===== src/rtl/pa_soc_timer.sv =====
// Prescaled compare-match timer slave: CTRL/PRESCALE/COUNT/COMPARE/STATUS registers, level IRQ.
// Optional input capture on offset 5 when TIMER_CAPTURE_EN is defined.
module pa_soc_timer #(
  parameter int ADDR_BUS_WIDTH = 32,
  parameter int DATA_BUS_WIDTH = 32,
  parameter int CNT_WIDTH      = 32,
  parameter int PSC_WIDTH      = 16
) (
  input  logic                      clk_i,
  input  logic                      rst_n_i,
  input  logic [ADDR_BUS_WIDTH-1:0] addr_i,
  input  logic [DATA_BUS_WIDTH-1:0] data_i,
  output logic [DATA_BUS_WIDTH-1:0] data_o,
  input  logic                      we_i,
  input  logic                      rd_i,
`ifdef TIMER_CAPTURE_EN
  input  logic                      capture_i,
`endif
  output logic                      irq_o
);

  localparam logic [2:0] OFF_CTRL     = 3'd0;
  localparam logic [2:0] OFF_PRESCALE = 3'd1;
  localparam logic [2:0] OFF_COUNT    = 3'd2;
  localparam logic [2:0] OFF_COMPARE  = 3'd3;
  localparam logic [2:0] OFF_STATUS   = 3'd4;
  localparam logic [2:0] OFF_CAPTURE  = 3'd5;

  logic                 r_en;
  logic                 r_ie;
  logic                 r_oneshot;
  logic [PSC_WIDTH-1:0] r_psc;
  logic [PSC_WIDTH-1:0] r_psc_cnt;
  logic [CNT_WIDTH-1:0] r_count;
  logic [CNT_WIDTH-1:0] r_compare;
  logic                 r_match;

  logic [2:0] w_off;
  logic       w_wr_ctrl;
  logic       w_wr_psc;
  logic       w_wr_count;
  logic       w_wr_compare;
  logic       w_wr_status;
  logic       w_en_clear;
  logic       w_tick;
  logic       w_tick_act;
  logic       w_hit;
  logic       w_unused;

  assign w_off        = addr_i[4:2];
  assign w_wr_ctrl    = we_i && (w_off == OFF_CTRL);
  assign w_wr_psc     = we_i && (w_off == OFF_PRESCALE);
  assign w_wr_count   = we_i && (w_off == OFF_COUNT);
  assign w_wr_compare = we_i && (w_off == OFF_COMPARE);
  assign w_wr_status  = we_i && (w_off == OFF_STATUS);
  assign w_en_clear   = w_wr_ctrl && !data_i[0];
  assign w_unused     = ^{addr_i, data_i};

  // A tick is consumed by a COUNT write or by software disabling the timer.
  assign w_tick     = r_en && (r_psc_cnt == r_psc);
  assign w_tick_act = w_tick && !w_wr_count && !w_en_clear;
  assign w_hit      = w_tick_act && (r_count == r_compare);

  // Clearing when psc_cnt >= new PRESCALE keeps the next compare reachable without a full wrap.
  always_ff @(posedge clk_i or negedge rst_n_i) begin
    if (!rst_n_i) begin
      r_psc_cnt <= '0;
    end else if (!r_en || w_en_clear || w_wr_count || w_tick) begin
      r_psc_cnt <= '0;
    end else if (w_wr_psc && (r_psc_cnt >= data_i[PSC_WIDTH-1:0])) begin
      r_psc_cnt <= '0;
    end else begin
      r_psc_cnt <= r_psc_cnt + 1'b1;
    end
  end

  always_ff @(posedge clk_i or negedge rst_n_i) begin
    if (!rst_n_i) begin
      r_en      <= 1'b0;
      r_ie      <= 1'b0;
      r_oneshot <= 1'b0;
    end else if (w_wr_ctrl) begin
      r_en      <= data_i[0];
      r_ie      <= data_i[1];
      r_oneshot <= data_i[2];
    end else if (w_hit && r_oneshot) begin
      r_en <= 1'b0;
    end
  end

  always_ff @(posedge clk_i or negedge rst_n_i) begin
    if (!rst_n_i) begin
      r_psc     <= '0;
      r_compare <= '1;
    end else begin
      if (w_wr_psc)     r_psc     <= data_i[PSC_WIDTH-1:0];
      if (w_wr_compare) r_compare <= data_i[CNT_WIDTH-1:0];
    end
  end

  always_ff @(posedge clk_i or negedge rst_n_i) begin
    if (!rst_n_i) begin
      r_count <= '0;
    end else if (w_wr_count) begin
      r_count <= data_i[CNT_WIDTH-1:0];
    end else if (w_tick_act) begin
      r_count <= w_hit ? '0 : r_count + 1'b1;
    end
  end

  always_ff @(posedge clk_i or negedge rst_n_i) begin
    if (!rst_n_i) begin
      r_match <= 1'b0;
    end else if (w_hit) begin
      r_match <= 1'b1;
    end else if (w_wr_status && data_i[0]) begin
      r_match <= 1'b0;
    end
  end

`ifdef TIMER_CAPTURE_EN
  logic                 r_cap_s1;
  logic                 r_cap_s2;
  logic                 r_cap_s3;
  logic [CNT_WIDTH-1:0] r_capture;
  logic                 r_capf;
  logic                 w_cap_edge;

  assign w_cap_edge = r_cap_s2 && !r_cap_s3;

  // Two flops synchronise the pin; the third only remembers the previous level for edge detect.
  always_ff @(posedge clk_i or negedge rst_n_i) begin
    if (!rst_n_i) begin
      r_cap_s1 <= 1'b0;
      r_cap_s2 <= 1'b0;
      r_cap_s3 <= 1'b0;
    end else begin
      r_cap_s1 <= capture_i;
      r_cap_s2 <= r_cap_s1;
      r_cap_s3 <= r_cap_s2;
    end
  end

  always_ff @(posedge clk_i or negedge rst_n_i) begin
    if (!rst_n_i) begin
      r_capture <= '0;
      r_capf    <= 1'b0;
    end else if (w_cap_edge) begin
      r_capture <= r_count;
      r_capf    <= 1'b1;
    end else if (w_wr_status && data_i[1]) begin
      r_capf <= 1'b0;
    end
  end

  assign irq_o = (r_match || r_capf) && r_ie;
`else
  assign irq_o = r_match && r_ie;
`endif

  always_comb begin
    data_o = '0;
    if (rd_i) begin
      case (w_off)
        OFF_CTRL:     data_o[2:0] = {r_oneshot, r_ie, r_en};
        OFF_PRESCALE: data_o[PSC_WIDTH-1:0] = r_psc;
        OFF_COUNT:    data_o[CNT_WIDTH-1:0] = r_count;
        OFF_COMPARE:  data_o[CNT_WIDTH-1:0] = r_compare;
        OFF_STATUS: begin
          data_o[0] = r_match;
`ifdef TIMER_CAPTURE_EN
          data_o[1] = r_capf;
`endif
        end
`ifdef TIMER_CAPTURE_EN
        OFF_CAPTURE:  data_o[CNT_WIDTH-1:0] = r_capture;
`endif
        default:      data_o = '0;
      endcase
    end
  end

endmodule


===== config.mk =====
export PLATFORM = sky130hd
export DESIGN_NAME = pa_soc_timer
export DESIGN_NICKNAME = d
export VERILOG_FILES = /design/src/rtl/pa_soc_timer.sv
export SDC_FILE = /design/constraint.sdc
export NUM_CORES = 1
export LEC_CHECK = 0
export ABC_AREA = 1
export ABC_CLOCK_PERIOD_IN_PS = 2100
export CAP_MARGIN = 20
export CORE_ASPECT_RATIO = 0.75
export CORE_MARGIN = 5
export CORE_UTILIZATION = 40
export DETAILED_ROUTE_END_ITERATION = 10
export GPL_TIMING_DRIVEN = 1
export HOLD_SLACK_MARGIN = 0.05
export PLACE_DENSITY_LB_ADDON = 0.1
export SLEW_MARGIN = 20
export SYNTH_ARGS = -nofsm -noshare
export SYNTH_HDL_FRONTEND = slang
export SYNTH_SLANG_ARGS = --single-unit

===== constraint.sdc =====
create_clock -name clk_i -period 2.1 [get_ports clk_i]
set_input_delay 0.21 -clock clk_i [delete_from_list [all_inputs] [get_ports clk_i]]
set_output_delay 0.21 -clock clk_i [all_outputs]
set_load 0.03 [all_outputs]

==> qor.txt <==
CTS HTree Levels = 3
Hold path depth = 5
Wire length per cell = 15.9 microns
Synth Area in Simple Gates = 37.9%
PD cells = 692 nW/um^2
Status = finished clean
Setup crit start kind = flip-flop
DR vias = 7,659
CTS Sinks = 100
CP arrival = 2.30 ns
Maximum fanout along the worst path = 6
Reg clk slew, reported paths = 0.08 ns
Top Family by Delay on Critical Path = simple AND/OR/NAND/NOR gates
P&R area growth vs syn = 26.0%
EDFF count, synth = 0
Peak supply drop = 0.371 mV
CP bufs+invs = 3
Rows = 43
Register area share after synthesis = 33.8%
Flop2flop setup slack = 0.12 ns
Final std cells w/o fill = 1,536
Yosys reg bits = 100
Final hold vios = 0
CTS Root Cell = clkbuf_16
Placed Instances = 1,515
Unrepaired setup endpoints after global routing = no
Syn_area_per_cell = 6.45 sq um
Diode count = 0
Slew Limit Fails = 0
Global placer's final weighted congestion = 0.942
Die area = 21,700 sq um
Leading cell types in the layout, fill and taps excluded = nand2_1, nor2_1, inv_1
Worst slew pin tran = 0.529 ns
Layout cell share with drive strength beyond 1 = 17.9%
Port bufs = 71
Global Route Usage Sum = 22.9%
Async set-or-reset flop fraction in the synthesized netlist = 100%
Largest net degree at the start of global routing = 37
Fmax = 504 MHz
DRT Pass-1 Iters = 5
Initial antenna violation count = 0
CP max-delay cell = dfrtp_1
Post-DRT Antenna Nets = 0
Tcrit/Tclk final = 94.5%
CTS tree = done
Critical-path cell list = ha_1 > inv_1 > nor2_1 > inv_1 > nor2_1 > buf_4 > xor2_1 > nand4_1 > nand2_1
Skew final = 0.0148 ns
Final Critical Period = 1.98 ns
Max-cap violations = 0
Post-DP Area = 9090 sq um
CP Capture Type = flip-flop
Mux cell area share after synthesis = 2.23%
Reg-to-reg endpoint = r_count[12]
P_leak = 4.71 nW
DIE HEIGHT = 129 microns
Synth Cell Area = 7530 sq um
First-pass GRT wire length = 39,200 microns
Reg2reg path depth = 9
Post-synth top flop = dfrtp_1
Remaining DRCs = 0
Crit-path max cell delay = 0.48 ns
WHS Endpoint = r_match
Final setup fails = 0
Vias per cell = 4.99
Clk_lat worst skew = 0.37 ns
Worst Hold Launch = addr_i[3]
Dpl hpwl = 18,900 microns
Total core area = 18,500 sq um
Critical Path RT = 2.41 ns
R2r startpoint = r_count[1]
Syn nets = 1,254
Largest family of logic cells by synthesized area = simple AND/OR/NAND/NOR gates
Worst setup margin = 0.116 ns
Post-synthesis xor/xnor area fraction = 5.47%
HP Class = in2reg
Count of warnings emitted by yosys = 0
Number of library cell types mapped by synthesis = 38
Final net count = 1,370
Slew headroom = 64.8%
GR Overflow Total = 0
Final cell utilization of the core = 51.3%
Synth Area in Adders = 2.99%
Width of the die = 168 microns
IO Count = 101
Hold slack = 0.353 ns
Synth Area in Compound Gates = 6.84%
Max clock buf depth = 2
Cells after Synth = 1,168
Most common cell after layout, fill and taps aside = nand2_1
DRT iter0 DRCs = 576
Setup CP Type = reg2reg
Overall routed net length = 24,500 microns
Post-Place Setup Slack = -0.0977 ns
Cell area after layout = 9490 sq um
Clock buffer count from CTS = 9
Starting Density = 40.7%
Vias in the first global route = 7,249
-- worst max-delay path by stage --
stage / slack [ns] / from / endpoint / cells past startpoint
6_report: 0.12 / r_count[1] / r_count[12] / 9
5_1_grt: 0.02 / r_psc_cnt[4] / r_psc_cnt[12] / 11
4_1_cts: -0.03 / addr_i[3] / data_o[0] / 10
3_5_place_dp: -0.1 / addr_i[3] / data_o[0] / 10
3_3_place_gp: -0.08 / addr_i[3] / data_o[10] / 9
2_1_floorplan: 0.40 / addr_i[3] / data_o[16] / 7
-- layer usage --
layer / global-route usage (%) / wire (microns) / vias up
met4: 3.29 / 122 / 0
li1: - / - / 3893
met5: 0 / 0 / -
met2: 31.6 / 9490 / 209
met3: 5.01 / 1800 / 11
met1: 36.8 / 13100 / 3546
-- Yosys cell counts, types with 11 or more instances --
master,instances,share of area (%)
clkbuf_1,35,1.7
buf_2,16,1.1
inv_2,36,1.8
nand3_1,59,3.9
nand4_1,45,3.7
ha_1,18,3.0
inv_1,115,5.7
a21oi_1,26,1.7
xor2_1,25,2.9
xnor2_1,22,2.6
nand3b_1,11,1.1
nand2_1,424,21
o21ai_0,51,3.4
dfstp_2,32,11
dfrtp_1,68,23
nor2_1,127,6.3
-- stage by stage --
| stage | setup TNS (ns) | power [mW] |
|---|---|---|
| 2_1_floorplan | 0 | 4.02 |
| 3_3_place_gp | -0.376 | 4.74 |
| 3_5_place_dp | -1.05 | 4.76 |
| 4_1_cts | -0.0377 | 6.60 |
| 5_1_grt | 0 | 7.01 |
| 6_report | 0 | 6.57 |
-- registers in the layout, indices dropped and copies added (netlist names) --
register and cells:
r_ie 1, r_compare 32, r_psc_cnt 16, r_psc 16
r_match 1, r_count 32, r_oneshot 1, r_en 1
-- timing repair --
item,4_1_cts,5_1_grt
hold buffers,1,0
setup buffers,0,3
gates cloned,0,1
pin swaps,0,1
setup endpoints to repair,20,38
gates resized for setup,10,10
hold endpoints to repair,29,0
-- layout make-up --
type	count	area, sq um
Clock buffer	10	239
Clock inverter	6	68.8
Fill cell	1940	9020
Inverter	152	579
Multi-Input combinational cell	860	4220
Sequential cell	100	2540
Tap cell	247	309
Timing Repair Buffer	161	1530
-- worst register-to-register path: cells and delay by family (launching register included) --
family	cells	cell delay, ns
simple gates	4	0.77
flops	1	0.48
buf+inv	3	0.31
fa+ha+maj	1	0.23
xor+xnor	1	0.14
-- cell families after synthesis --
family / count (synthesis)
simple gates: 685
xor+xnor: 47
fa+ha+maj: 18
buf+inv: 208
compound gates: 95
flops: 100
mux: 15
-- power breakdown --
part	total, mW	switching (mW)	internal [mW]	leakage [nW]
Sequential	2.78	0.432	2.35	1.20
Clock	1.80	0.829	0.970	0.150
Combinational	1.99	1.14	0.850	3.35
Note: power is estimated with default switching activity, not from simulation.
